## src/rtl/multiplier_pkg.sv

```systemverilog
// Shared types for the shift-and-add multiplier controller.
// Provides the FSM state encoding and the step counter width helper.
package multiplier_pkg;

    typedef enum logic [1:0] {
        IDLE  = 2'd0,
        INIT  = 2'd1,
        SHIFT = 2'd2,
        DONE  = 2'd3
    } mult_state_t;

    // Width of a counter that must hold values 0..n-1 (n >= 2).
    function automatic int step_count_width(input int n);
        return $clog2(n);
    endfunction

endpackage

```

## src/rtl/mult_step_counter.sv

```systemverilog
// Loadable down-counter that tracks the remaining shift steps.
// Ports: clock, reset (sync, active-high), load_i/load_val_i load a value,
//        dec_i decrements, count_o current value, zero_o set when count is 0.
module mult_step_counter #(
    parameter int W = 2
) (
    input  logic         clock,
    input  logic         reset,
    input  logic         load_i,
    input  logic [W-1:0] load_val_i,
    input  logic         dec_i,
    output logic [W-1:0] count_o,
    output logic         zero_o
);

    logic [W-1:0] count_q;
    logic [W-1:0] count_d;

    // Load wins over decrement; decrement saturates at zero.
    always_comb begin
        count_d = count_q;
        if (load_i) begin
            count_d = load_val_i;
        end else if (dec_i && (count_q != '0)) begin
            count_d = count_q - 1'b1;
        end
    end

    always_ff @(posedge clock) begin
        if (reset) begin
            count_q <= '0;
        end else begin
            count_q <= count_d;
        end
    end

    assign count_o = count_q;
    assign zero_o  = (count_q == '0);

endmodule

```

## src/rtl/multiplier_controller.sv

```systemverilog
// Sequencer for an N-bit shift-and-add multiplier datapath: one init
// cycle, N shift cycles, then the product is held on a valid/ready port.
// Ports: clock, reset (sync, active-high); start_valid/start_ready with
//        multiplicand_in/multiplier_in; result_valid/result_ready with
//        product; busy; do_init/do_shift, dp_multiplicand/dp_multiplier
//        and dp_product towards the datapath.
// Optional: define MULT_CTRL_ABORT_EN to add the abort input, which
//        returns any non-IDLE state to IDLE and drops a pending result.
module multiplier_controller
    import multiplier_pkg::*;
#(
    parameter int N = 4
) (
    input  logic           clock,
    input  logic           reset,
    input  logic           start_valid,
    output logic           start_ready,
    input  logic [N-1:0]   multiplicand_in,
    input  logic [N-1:0]   multiplier_in,
    output logic           result_valid,
    input  logic           result_ready,
    output logic [2*N-1:0] product,
    output logic           busy,
    output logic           do_init,
    output logic           do_shift,
    output logic [N-1:0]   dp_multiplicand,
    output logic [N-1:0]   dp_multiplier,
`ifdef MULT_CTRL_ABORT_EN
    input  logic           abort,
`endif
    input  logic [2*N-1:0] dp_product
);

    localparam int CW = step_count_width(N);
    localparam logic [CW-1:0] LAST_STEP = CW'(N - 1);

    mult_state_t  state_q;
    mult_state_t  state_d;
    logic [N-1:0] mcand_q;
    logic [N-1:0] mplier_q;
    logic [CW-1:0] cnt_q;
    logic         cnt_zero;
    logic         cnt_load;
    logic         cnt_dec;
    logic         abort_act;
    logic         accept;

`ifdef MULT_CTRL_ABORT_EN
    // abort only matters once an operation is in flight.
    assign abort_act = abort && (state_q != IDLE);
`else
    assign abort_act = 1'b0;
`endif

    assign accept = start_valid && start_ready;

    mult_step_counter #(
        .W (CW)
    ) u_cnt (
        .clock      (clock),
        .reset      (reset),
        .load_i     (cnt_load),
        .load_val_i (LAST_STEP),
        .dec_i      (cnt_dec),
        .count_o    (cnt_q),
        .zero_o     (cnt_zero)
    );

    always_ff @(posedge clock) begin
        if (reset) begin
            state_q <= IDLE;
        end else begin
            state_q <= state_d;
        end
    end

    always_comb begin
        state_d = state_q;
        unique case (state_q)
            IDLE:  if (start_valid) state_d = INIT;
            INIT:  state_d = SHIFT;
            SHIFT: if (cnt_zero) state_d = DONE;
            DONE: begin
                if (result_ready) begin
                    state_d = start_valid ? INIT : IDLE;
                end
            end
        endcase
        if (abort_act) begin
            state_d = IDLE;
        end
    end

    always_comb begin
        start_ready  = 1'b0;
        result_valid = 1'b0;
        product      = '0;
        busy         = 1'b0;
        do_init      = 1'b0;
        do_shift     = 1'b0;
        cnt_load     = 1'b0;
        cnt_dec      = 1'b0;
        unique case (state_q)
            IDLE: start_ready = 1'b1;
            INIT: begin
                busy     = 1'b1;
                do_init  = 1'b1;
                cnt_load = 1'b1;
            end
            SHIFT: begin
                busy     = 1'b1;
                do_shift = 1'b1;
                cnt_dec  = (cnt_q != '0);
            end
            DONE: begin
                result_valid = 1'b1;
                product      = dp_product;
                // An aborted DONE must not swallow a new operand pair.
                start_ready  = result_ready && !abort_act;
            end
        endcase
    end

    always_ff @(posedge clock) begin
        if (reset) begin
            mcand_q  <= '0;
            mplier_q <= '0;
        end else if (accept) begin
            mcand_q  <= multiplicand_in;
            mplier_q <= multiplier_in;
        end
    end

    assign dp_multiplicand = mcand_q;
    assign dp_multiplier   = mplier_q;

endmodule

```

## config.mk

```make
export PLATFORM = sky130hd
export DESIGN_NAME = multiplier_controller
export DESIGN_NICKNAME = d
export VERILOG_FILES = /design/src/rtl/multiplier_pkg.sv /design/src/rtl/mult_step_counter.sv /design/src/rtl/multiplier_controller.sv
export SDC_FILE = /design/constraint.sdc
export NUM_CORES = 1
export LEC_CHECK = 0
export ABC_AREA = 1
export BUFFER_PORTS_ARGS = -buffer_cell sky130_fd_sc_hd__buf_2
export CAP_MARGIN = 20
export CORE_UTILIZATION = 25
export DETAILED_ROUTE_END_ITERATION = 8
export GPL_TIMING_DRIVEN = 1
export HOLD_SLACK_MARGIN = 0.08
export PLACE_DENSITY = 0.53
export SYNTH_ARGS = -nofsm -noshare
export SYNTH_HDL_FRONTEND = slang
export SYNTH_SLANG_ARGS = --single-unit
```

## constraint.sdc

```tcl
create_clock -name clock -period 1.7 [get_ports clock]
set_clock_uncertainty 0.1 [all_clocks]
set_input_delay 0.255 -clock clock [delete_from_list [all_inputs] [get_ports clock]]
set_output_delay 0.255 -clock clock [all_outputs]
set_load 0.02 [all_outputs]
```

==> impl_metrics.py, run 1 <==
metrics = {
    "placed_design": {
        "port_buffers": 40,
        "gp_congestion": 0.746,
        "placed_cells": 183,
        "place_hpwl_mm": 1.33,
    },
    "setup_path": {
        "crit_type": "reg2out",
        "crit_arrival_ns": 1.27,
        "cp_slowest_cell": "dfxtp_4",
        "crit_fanout": 6,
        "worstPathRequired_ns": 1.34,
        "slowest_delay_ns": 0.39,
        "critPathLaunchType": "flip-flop",
        "end_kind": "primary output",
        "cp_cell_sequence": "inv_2, ha_4, a21oi_1, buf_2",
    },
    "clocking": {
        "cts_buffer_depth": 2,
        "holdBufCountCts": 0,
        "cts_max_level": 1,
        "ctsResizeCount": 3,
        "clock-sinks": 12,
        "cts_buffers": 3,
        "clkTransAtPathRegs_ns": 0.07,
        "post_cts_buffers": 0,
        "clk_latency_ns": 0.27,
        "cts_tree": "built",
        "clock-root-buffer": "clkbuf_4",
    },
    "logic_synthesis": {
        "yosys-mux-area-fraction_pct": 0,
        "avgSynthCellArea_sq_um": 6.40,
        "syn_area_sq_um": 723,
        "yosys.area.top_type": "dfxtp_1",
        "syn-num-nets": 140,
        "ys_ff_latch": 12,
        "synth-xor-area-share_pct": 0,
        "syn_inst": 113,
        "yosysTopAreaCellShare_pct": 33.2,
        "ys_seq_area_share_pct": 33.2,
        "synth-compound-area-share_pct": 4.84,
        "yosys_warnings": 0,
        "synth-simple-area-share_pct": 33.6,
        "synth_cell_types": 12,
        "synth_fa_ha_area_share_pct": 12.1,
        "ys_top_cells_by_area": "dfxtp_1 33%, nand2_1 18%, inv_1 14%",
        "synth_top_family_by_area": "simple AND/OR/NAND/NOR gates",
    },
    "cells_and_area": {
        "antenna_cells": 0,
        "syn_to_final_growth_pct": 41.3,
        "fillCellCount": 332,
        "drive_gt1_share_pct": 34.6,
        "final_common_cell": "buf_2",
        "stdcell_count": 187,
        "mostFrequentLayoutCells": "40 x buf_2, 35 x nand2_1, 25 x inv_1",
        "multi_input_area_sq_um": 390,
        "nNetsFinal": 184,
        "regArea_sq_um": 248,
    },
    "timing": {
        "finalHoldViolations": 0,
        "relSlewSlack_pct": 83.4,
        "worst_pin_slew_ns": 0.249,
        "setup-violations-final": 0,
        "fin_crit_ns": 1.62,
        "fin_setup_tns_ns": 0,
        "fmaxAchievable_ghz": 0.615,
        "slew_violations": 0,
        "grt_setup_unrepaired": "no",
        "fin_crit_sh_pct": 95.6,
    },
    "global_route": {
        "grt.overflow.total": 0,
        "grt_pass1_wl_mm": 2.93,
        "grtUsageTotal_pct": 11.3,
        "grt_pass1_vias": 776,
        "grt_start_max_net_pins": 17,
        "antenna_found_initial": 0,
    },
    "die": {
        "rows": 19,
        "die_w_microns": 55.8,
        "start_util_pct": 26.2,
        "fp.dieArea_sq_um": 3110,
        "die_y_microns": 55.8,
        "num_io_pins": 41,
        "design.core.area_sq_um": 2760,
    },
    "routing": {
        "drtAntennaViolNets": 0,
        "wl_per_cell_microns": 8.87,
        "vias": 790,
        "wirelength_mm": 1.66,
        "dr.pass1.iters": 4,
        "vias_per_cell": 4.22,
        "initialDrtViolationCount": 14,
        "drc": 0,
    },
    "outcome": {
        "outcome": "finished clean",
    },
    "power": {
        "vdd_drop_max_uv": 859,
        "powerDensity_nw_per_um2": 1880,
        "p_leak_uw": 0.000670,
    },
    "hold_path": {
        "min_path_type": "in2reg",
    },
    "run": {
        "drv_cap": 0,
    },
}
[path summary, 6_finish.rpt]
check / from / end / slack, ns / cells after the start
setup / recovery: state_q[0]$_SDFFE_PP0P_ / start_ready / 0.08 / 4
hold reg to reg: dp_multiplier[1]$_SDFFE_PP0P_ / dp_multiplier[1]$_SDFFE_PP0P_ / 0.42 / 4
setup reg to reg: state_q[0]$_SDFFE_PP0P_ / state_q[1]$_SDFFE_PP0P_ / 0.27 / 7
hold / removal: reset / state_q[1]$_SDFFE_PP0P_ / 0.10 / 2
[state kept, by name (all words and copies together), names as in the netlist]
register / count
dp_multiplicand: 4
dp_multiplier: 4
state_q: 2
u_cnt.count_o: 2
[cell families after synthesis]
kind of cell / count (synthesis)
simple gates: 58
buf+inv: 29
fa+ha+maj: 7
flops: 12
compound gates: 7
[cells in the mapped netlist]
| cell type | instances |
|---|---|
| or2_2 | 1 |
| buf_2 | 1 |
| nand2_2 | 1 |
| nand3b_4 | 1 |
| nor2_1 | 17 |
| a21oi_1 | 7 |
| ha_1 | 7 |
| buf_6 | 1 |
| inv_1 | 27 |
| dfxtp_1 | 12 |
| nand3_1 | 3 |
| nand2_1 | 35 |
[cell type report]
type | instances | area share, %
Clock buffer | 4 | 3.55
Inverter | 27 | 9.91
Multi-Input combinational cell | 72 | 38.2
Sequential cell | 12 | 24.2
Tap cell | 31 | 3.79
Timing Repair Buffer | 41 | 20.3
[critical path, delay by kind of cell, from the launching register on]
family,cells,cell delay (ns)
flops,1,0.39
buf+inv,2,0.25
fa+ha+maj,1,0.25
compound gates,1,0.11
[power breakdown]
group	switching [uW]	internal [uW]
Clock	91.7	130
Combinational	726	442
Sequential	104	432
[metrics by stage]
stage | hold WS (ns) | worst slack [ns] | total power [uW] | util, % | area [sq um]
after floorplan | 0.224 | 0.0609 | 1360 | - | 723
after global placement | 0.380 | 0.176 | 1620 | 34.6 | 953
after detailed placement | 0.388 | 0.112 | 1650 | 34.6 | 953
after CTS | 0.103 | 0.00535 | 1930 | 36.4 | 1000
after global routing | 0.0948 | 0.00283 | 2130 | 37.1 | 1020
final | 0.101 | 0.0751 | 1930 | 37.1 | 1020
[per-layer routing]
| metal | vias up | GRT usage [%] | part of all wire [%] |
|---|---|---|---|
| li1 | 410 | - | - |
| met1 | 346 | 12.3 | 44 |
| met4 | 0 | 2.14 | 0 |
| met2 | 34 | 21.2 | 47 |
| met5 | - | 0 | 0 |
| met3 | 0 | 3.72 | 9.2 |
(Power assumes the default switching activity.)
==> run 2, diff against run 1 <==
- ABC_AREA: 1 -> unset
- PLACE_DENSITY: 0.53 -> 0.52
==> impl_metrics.py, run 2 <==
metrics = {
    "power": {
        "powerDensity_nw_per_um2": 1600,
        "clkPwrFrac_pct": 12.5,
        "swShare_pct": 42.5,
        "power_frac_seq_pct": 26.2,
        "p_int_uw": 1030,
        "p_total_uw": 1790,
        "vdd_drop_max_uv": 594,
        "p_leak_uw": 0.000538,
        "comb_power_share_pct": 61.3,
        "p_sw_uw": 760,
    },
    "setup_path": {
        "worstPathRequired_ns": 1.34,
        "crit_type": "reg2out",
        "crit_fanout": 8,
        "critPathLaunchType": "flip-flop",
        "crit_arrival_ns": 1.32,
        "end_kind": "primary output",
    },
    "routing": {
        "wirelength_mm": 1.70,
        "dr_wl_met2_microns": 802,
        "vias_per_cell": 4.33,
        "wl_per_cell_microns": 10.9,
        "wl_met1_microns": 784,
        "met3_length_microns": 101,
        "dr.max_layer_used": "met4",
        "drc": 2,
        "drtAntennaViolNets": 0,
        "dr.pass1.iters": 6,
        "initialDrtViolationCount": 7,
        "vias": 676,
    },
    "logic_synthesis": {
        "netlist_top_cells_count": "18 x nand2b_1, 12 x dfxtp_1, 8 x and2_2, 8 x mux2i_1, 7 x ha_1",
        "synth-async-reset-ratio_pct": 0,
        "syn-num-nets": 107,
        "yosys.area.top_type": "dfxtp_1",
        "ys_seq_area_share_pct": 30.6,
        "syn_inst": 80,
        "ys_top_cells_by_area": "dfxtp_1 31%, nand2b_1 14%, ha_1 11%",
        "ys_ff_latch": 12,
        "avgSynthCellArea_sq_um": 9.81,
        "syn_area_sq_um": 785,
        "yosys_warnings": 0,
        "synth_ff_type": "dfxtp_1",
        "synth-edff-count": 0,
        "synth_most_common_cell": "nand2b_1",
        "synth_cell_types": 24,
        "yosysTopAreaCellShare_pct": 30.6,
    },
    "cells_and_area": {
        "mostFrequentLayoutCells": "39 x buf_2, 18 x nand2b_1, 10 x dfxtp_1",
        "nNetsFinal": 153,
        "antenna_cells": 0,
        "fillCellCount": 300,
        "final_common_cell": "buf_2",
        "syn_to_final_growth_pct": 42.4,
        "finalCoreUtilization_pct": 39.2,
        "stdcell_count": 156,
        "finalInstanceArea_sq_um": 1120,
        "drive_gt1_share_pct": 56.0,
    },
    "placed_design": {
        "placed_cells": 149,
        "place_area_sq_um": 1010,
        "port_buffers": 40,
        "gp_congestion": 0.776,
        "place_hpwl_mm": 1.33,
    },
    "clocking": {
        "clk_latency_ns": 0.26,
        "cts_buffer_depth": 2,
        "clock-sinks": 12,
        "clkTransAtPathRegs_ns": 0.08,
        "holdBufCountCts": 0,
        "cts_buffers": 3,
        "cts_max_level": 1,
        "cts_tree": "built",
        "clock-root-buffer": "clkbuf_4",
    },
    "die": {
        "fp.dieArea_sq_um": 3370,
        "design.core.area_sq_um": 2850,
        "rows": 19,
        "die_y_microns": 58.0,
        "die_w_microns": 58.0,
        "num_io_pins": 41,
        "start_util_pct": 27.5,
    },
    "global_route": {
        "grt.overflow.total": 0,
        "grt_pass1_vias": 683,
        "grt_start_max_net_pins": 21,
        "grt_pass1_wl_mm": 2.88,
        "antenna_found_initial": 0,
        "grtUsageTotal_pct": 10.8,
    },
    "timing": {
        "worst_pin_slew_ns": 0.274,
        "fin_crit_ns": 1.67,
        "slew_violations": 0,
        "relSlewSlack_pct": 81.7,
        "setup-violations-final": 0,
        "finalHoldViolations": 0,
        "fmaxAchievable_ghz": 0.598,
        "fin_crit_sh_pct": 98.4,
    },
    "outcome": {
        "outcome": "finished, violations left",
        "violations": "design-rule violations",
    },
    "hold_path": {
        "min_path_type": "in2reg",
    },
    "run": {
        "drv_cap": 0,
    },
}
[run 2: cell count changes in the layout (fill, tap and decap cells not counted), moves of 3 or more]
cell,change
nand2_1,-35
nand2b_1,+18
inv_1,-21
nand3_1,-3
buf_4,+5
and2_2,+8
nor2_1,-16
a21oi_1,-4
mux2i_1,+8
[run 2: timing repair]
action	in CTS	in global routing
gates resized for setup	6	5
pin swaps	0	1
buffers inserted	0	3
endpoints found under the setup margin	10	9
hold endpoints to repair	0	0
[run 2: cell type report]
class                   instances  area, sq um  area share [%]
well taps                      31         38.8            3.47
inverters                       5         18.8            1.68
clock buffers                   4         36.3            3.25
repair buffers                 45          240            21.5
flip-flops and latches         12          248            22.2
multi-input cells              59          536            47.9
[run 2: per-layer routing]
layer / vias up / GRT usage, %
met5: - / 0
met4: 0 / 3.06
met3: 2 / 2.46
met2: 17 / 17.4
met1: 304 / 14.3
li1: 353 / -
[run 2: worst paths after layout]
| path | endpoint | startpoint | slack, ns | depth (start not counted) |
|---|---|---|---|---|
| worst max-delay path | product[6] | state_q[1]$_SDFFE_PP0P_ | 0.03 | 4 |
| worst min-delay path | dp_multiplicand[0]$_SDFFE_PP0P_ | multiplicand_in[0] | 0.14 | 3 |
| worst max register to register | u_cnt.count_o[1]$_SDFFE_PP0P_ | state_q[0]$_SDFFE_PP0P_ | 0.18 | 5 |
| worst min register to register | dp_multiplicand[3]$_SDFFE_PP0P_ | dp_multiplicand[3]$_SDFFE_PP0P_ | 0.37 | 2 |
[run 2: power by group through the flow]
stage	combinational [uW]	clock, uW	sequential, uW
2_1_floorplan	680	0	515
3_3_place_gp	964	0	454
3_5_place_dp	982	0	455
4_1_cts	1050	232	457
5_1_grt	1210	253	480
6_report	1100	224	468
[run 2: metrics by stage]
step	hold WS (ns)	TNS [ns]	setup WS (ns)
detailed placement	0.362	0	0.0303
CTS	0.136	0	0.00210
global route	0.126	-0.0253	-0.00760
finish	0.144	0	0.0274
floorplan	0.310	0	0.0893
global placement	0.356	0	0.107
[run 2: cell families after synthesis]
| group | after synthesis | synth area share, % |
|---|---|---|
| simple gates | 34 | 31.1 |
| fa+ha+maj | 7 | 11.2 |
| compound gates | 8 | 8.13 |
| buf+inv | 9 | 5.74 |
| mux | 9 | 12.1 |
| flops | 12 | 30.6 |
| xor+xnor | 1 | 1.12 |
[run 2: critical path, cell delays in order, from the launching register on]
cell     delay [ns]
dfxtp_4        0.37
ha_4           0.18
buf_4          0.15
and2_2         0.19
buf_2          0.15
==> run 3, diff against run 2 <==
- PLACE_DENSITY: 0.52 -> unset
- PLACE_DENSITY_LB_ADDON: unset -> 0.12
==> impl_metrics.py, run 3 (synthesized netlist as in run 2, its figures left out) <==
metrics = {
    "outcome": {
        "outcome": "finished, violations left",
        "violations": "design-rule violations",
    },
    "clocking": {
        "cts_tree": "built",
        "clk_latency_ns": 0.27,
        "clkTransAtPathRegs_ns": 0.08,
        "clock-root-buffer": "clkbuf_4",
        "cts_buffer_depth": 2,
        "clock-sinks": 12,
        "cts_buffers": 3,
        "post_cts_buffers": 0,
        "holdBufCountCts": 0,
        "cts_max_level": 1,
    },
    "die": {
        "num_io_pins": 41,
        "die_w_microns": 58.0,
        "design.core.area_sq_um": 2850,
        "rows": 19,
        "die_y_microns": 58.0,
        "fp.dieArea_sq_um": 3370,
        "start_util_pct": 27.5,
    },
    "power": {
        "clkPwrFrac_pct": 12.9,
        "swShare_pct": 42.6,
        "p_int_uw": 1010,
        "comb_power_share_pct": 60.4,
        "p_sw_uw": 750,
        "powerDensity_nw_per_um2": 1600,
        "vdd_drop_max_uv": 616,
        "power_frac_seq_pct": 26.7,
        "p_leak_uw": 0.000531,
    },
    "routing": {
        "wirelength_mm": 1.66,
        "dr.pass1.iters": 6,
        "vias_per_cell": 4.19,
        "wl_per_cell_microns": 10.7,
        "drc": 2,
        "drtAntennaViolNets": 0,
        "vias": 650,
        "initialDrtViolationCount": 12,
    },
    "placed_design": {
        "place_area_sq_um": 1030,
        "gp_congestion": 0.685,
        "port_buffers": 40,
        "place_hpwl_mm": 1.27,
        "placed_cells": 151,
    },
    "timing": {
        "fin_crit_ns": 1.64,
        "fin_crit_sh_pct": 96.3,
        "setup-violations-final": 0,
        "grt_setup_unrepaired": "no",
        "relSlewSlack_pct": 81.7,
        "slew_violations": 0,
        "finalHoldViolations": 0,
        "fmaxAchievable_ghz": 0.611,
        "worst_pin_slew_ns": 0.275,
        "fin_setup_tns_ns": 0,
    },
    "setup_path": {
        "worstPathRequired_ns": 1.34,
        "r2r_end": "u_cnt.count_o[1]$_SDFFE_PP0P_",
        "cp_slowest_cell": "dfxtp_4",
        "crit_buf_inv": 2,
        "crit_family": "flip-flops",
        "r2r_start": "state_q[0]$_SDFFE_PP0P_",
        "end_kind": "primary output",
        "slowest_delay_ns": 0.37,
        "crit_fanout": 8,
        "cp_cell_sequence": "ha_4, buf_6, and2_2, buf_2",
        "ff2ff_setup_slack_ns": 0.18,
        "ff2ff_path_depth": 5,
        "crit_type": "reg2out",
        "critPathLaunchType": "flip-flop",
        "crit_arrival_ns": 1.28,
    },
    "global_route": {
        "grtUsageTotal_pct": 10.7,
        "grt.overflow.total": 0,
        "grt_pass1_wl_mm": 2.78,
        "grt_pass1_vias": 618,
        "antenna_found_initial": 0,
        "grt_start_max_net_pins": 21,
    },
    "hold_path": {
        "min_from": "multiplier_in[0]",
        "holdPathEnd": "dp_multiplier[0]$_SDFFE_PP0P_",
        "min_path_type": "in2reg",
        "min_path_cells": 3,
    },
    "run": {
        "drv_cap": 0,
    },
    "cells_and_area": {
        "drive_gt1_share_pct": 55.6,
        "syn_to_final_growth_pct": 40.7,
        "stdcell_count": 155,
        "nNetsFinal": 152,
        "mostFrequentLayoutCells": "39 x buf_2, 18 x nand2b_1, 10 x dfxtp_1",
        "finalInstanceArea_sq_um": 1100,
        "final_common_cell": "buf_2",
        "antenna_cells": 0,
    },
}
## run 3: cell types whose count changed in the layout (fill, tap and decap cells not counted)
cell	change
buf_4	-2
a21oi_2	+1
dfxtp_2	+1
buf_6	+1
a21oi_4	-1
dfxtp_4	-1
## run 3: worst reg2reg max path, stage by stage, from the launching register on
cell     delay (ns)
dfxtp_2        0.36
inv_2          0.12
ha_1           0.20
nor2b_4        0.23
mux2_4         0.31
a21oi_1        0.13
## run 3: worst max-delay path by stage
stage                            start                               to  slack [ns]  cells after the start
6_report       state_q[1]$_SDFFE_PP0P_                       product[0]        0.06                      4
5_1_grt        state_q[0]$_SDFFE_PP0P_                      start_ready      0.0004                      4
4_1_cts        state_q[1]$_SDFFE_PP0P_                       product[3]        0.03                      4
3_5_place_dp   state_q[0]$_SDFFE_PP0P_  dp_multiplicand[2]$_SDFFE_PP0P_        0.06                      5
3_3_place_gp   state_q[1]$_SDFFE_PP0P_    dp_multiplier[1]$_SDFFE_PP0P_        0.12                      5
2_1_floorplan  state_q[0]$_SDFFE_PP0P_    u_cnt.count_o[1]$_SDFFE_PP0P_        0.09                      5
## run 3: stage by stage
stage / total power (uW) / worst slack [ns] / util, % / hold WS (ns)
floorplan: 1200 / 0.0893 / - / 0.310
global placement: 1450 / 0.125 / 36.0 / 0.356
detailed placement: 1460 / 0.0634 / 36.0 / 0.366
CTS: 1770 / 0.0314 / 38.4 / 0.129
global route: 1900 / 0.000361 / 38.7 / 0.139
finish: 1760 / 0.0621 / 38.7 / 0.133
## run 3: layout make-up
type / instances / area (sq um)
multi-input cells: 59 / 528
well taps: 31 / 38.8
fillers: 303 / 1750
clock buffers: 4 / 36.3
flip-flops and latches: 12 / 245
inverters: 5 / 18.8
repair buffers: 44 / 236
## run 3: timing repair
action | in CTS | in global routing
gates cloned | 0 | 0
gates resized for setup | 7 | 3
setup endpoints to repair | 10 | 7
## run 3: power groups by stage
stage	registers [uW]	logic, uW	clock network [uW]
floorplan	515	680	0
global placement	451	1000	0
detailed placement	453	1000	0
CTS	467	1060	237
global route	483	1160	252
finish	470	1060	228
## run 3: per-layer routing
| layer | wire [microns] | GRT usage, % | part of all wire (%) |
|---|---|---|---|
| met5 | 0 | 0 | 0 |
| met4 | 14 | 5.10 | 0.84 |
| met3 | 58 | 2.01 | 3.5 |
| met2 | 761 | 16.3 | 46 |
| met1 | 825 | 14.7 | 50 |
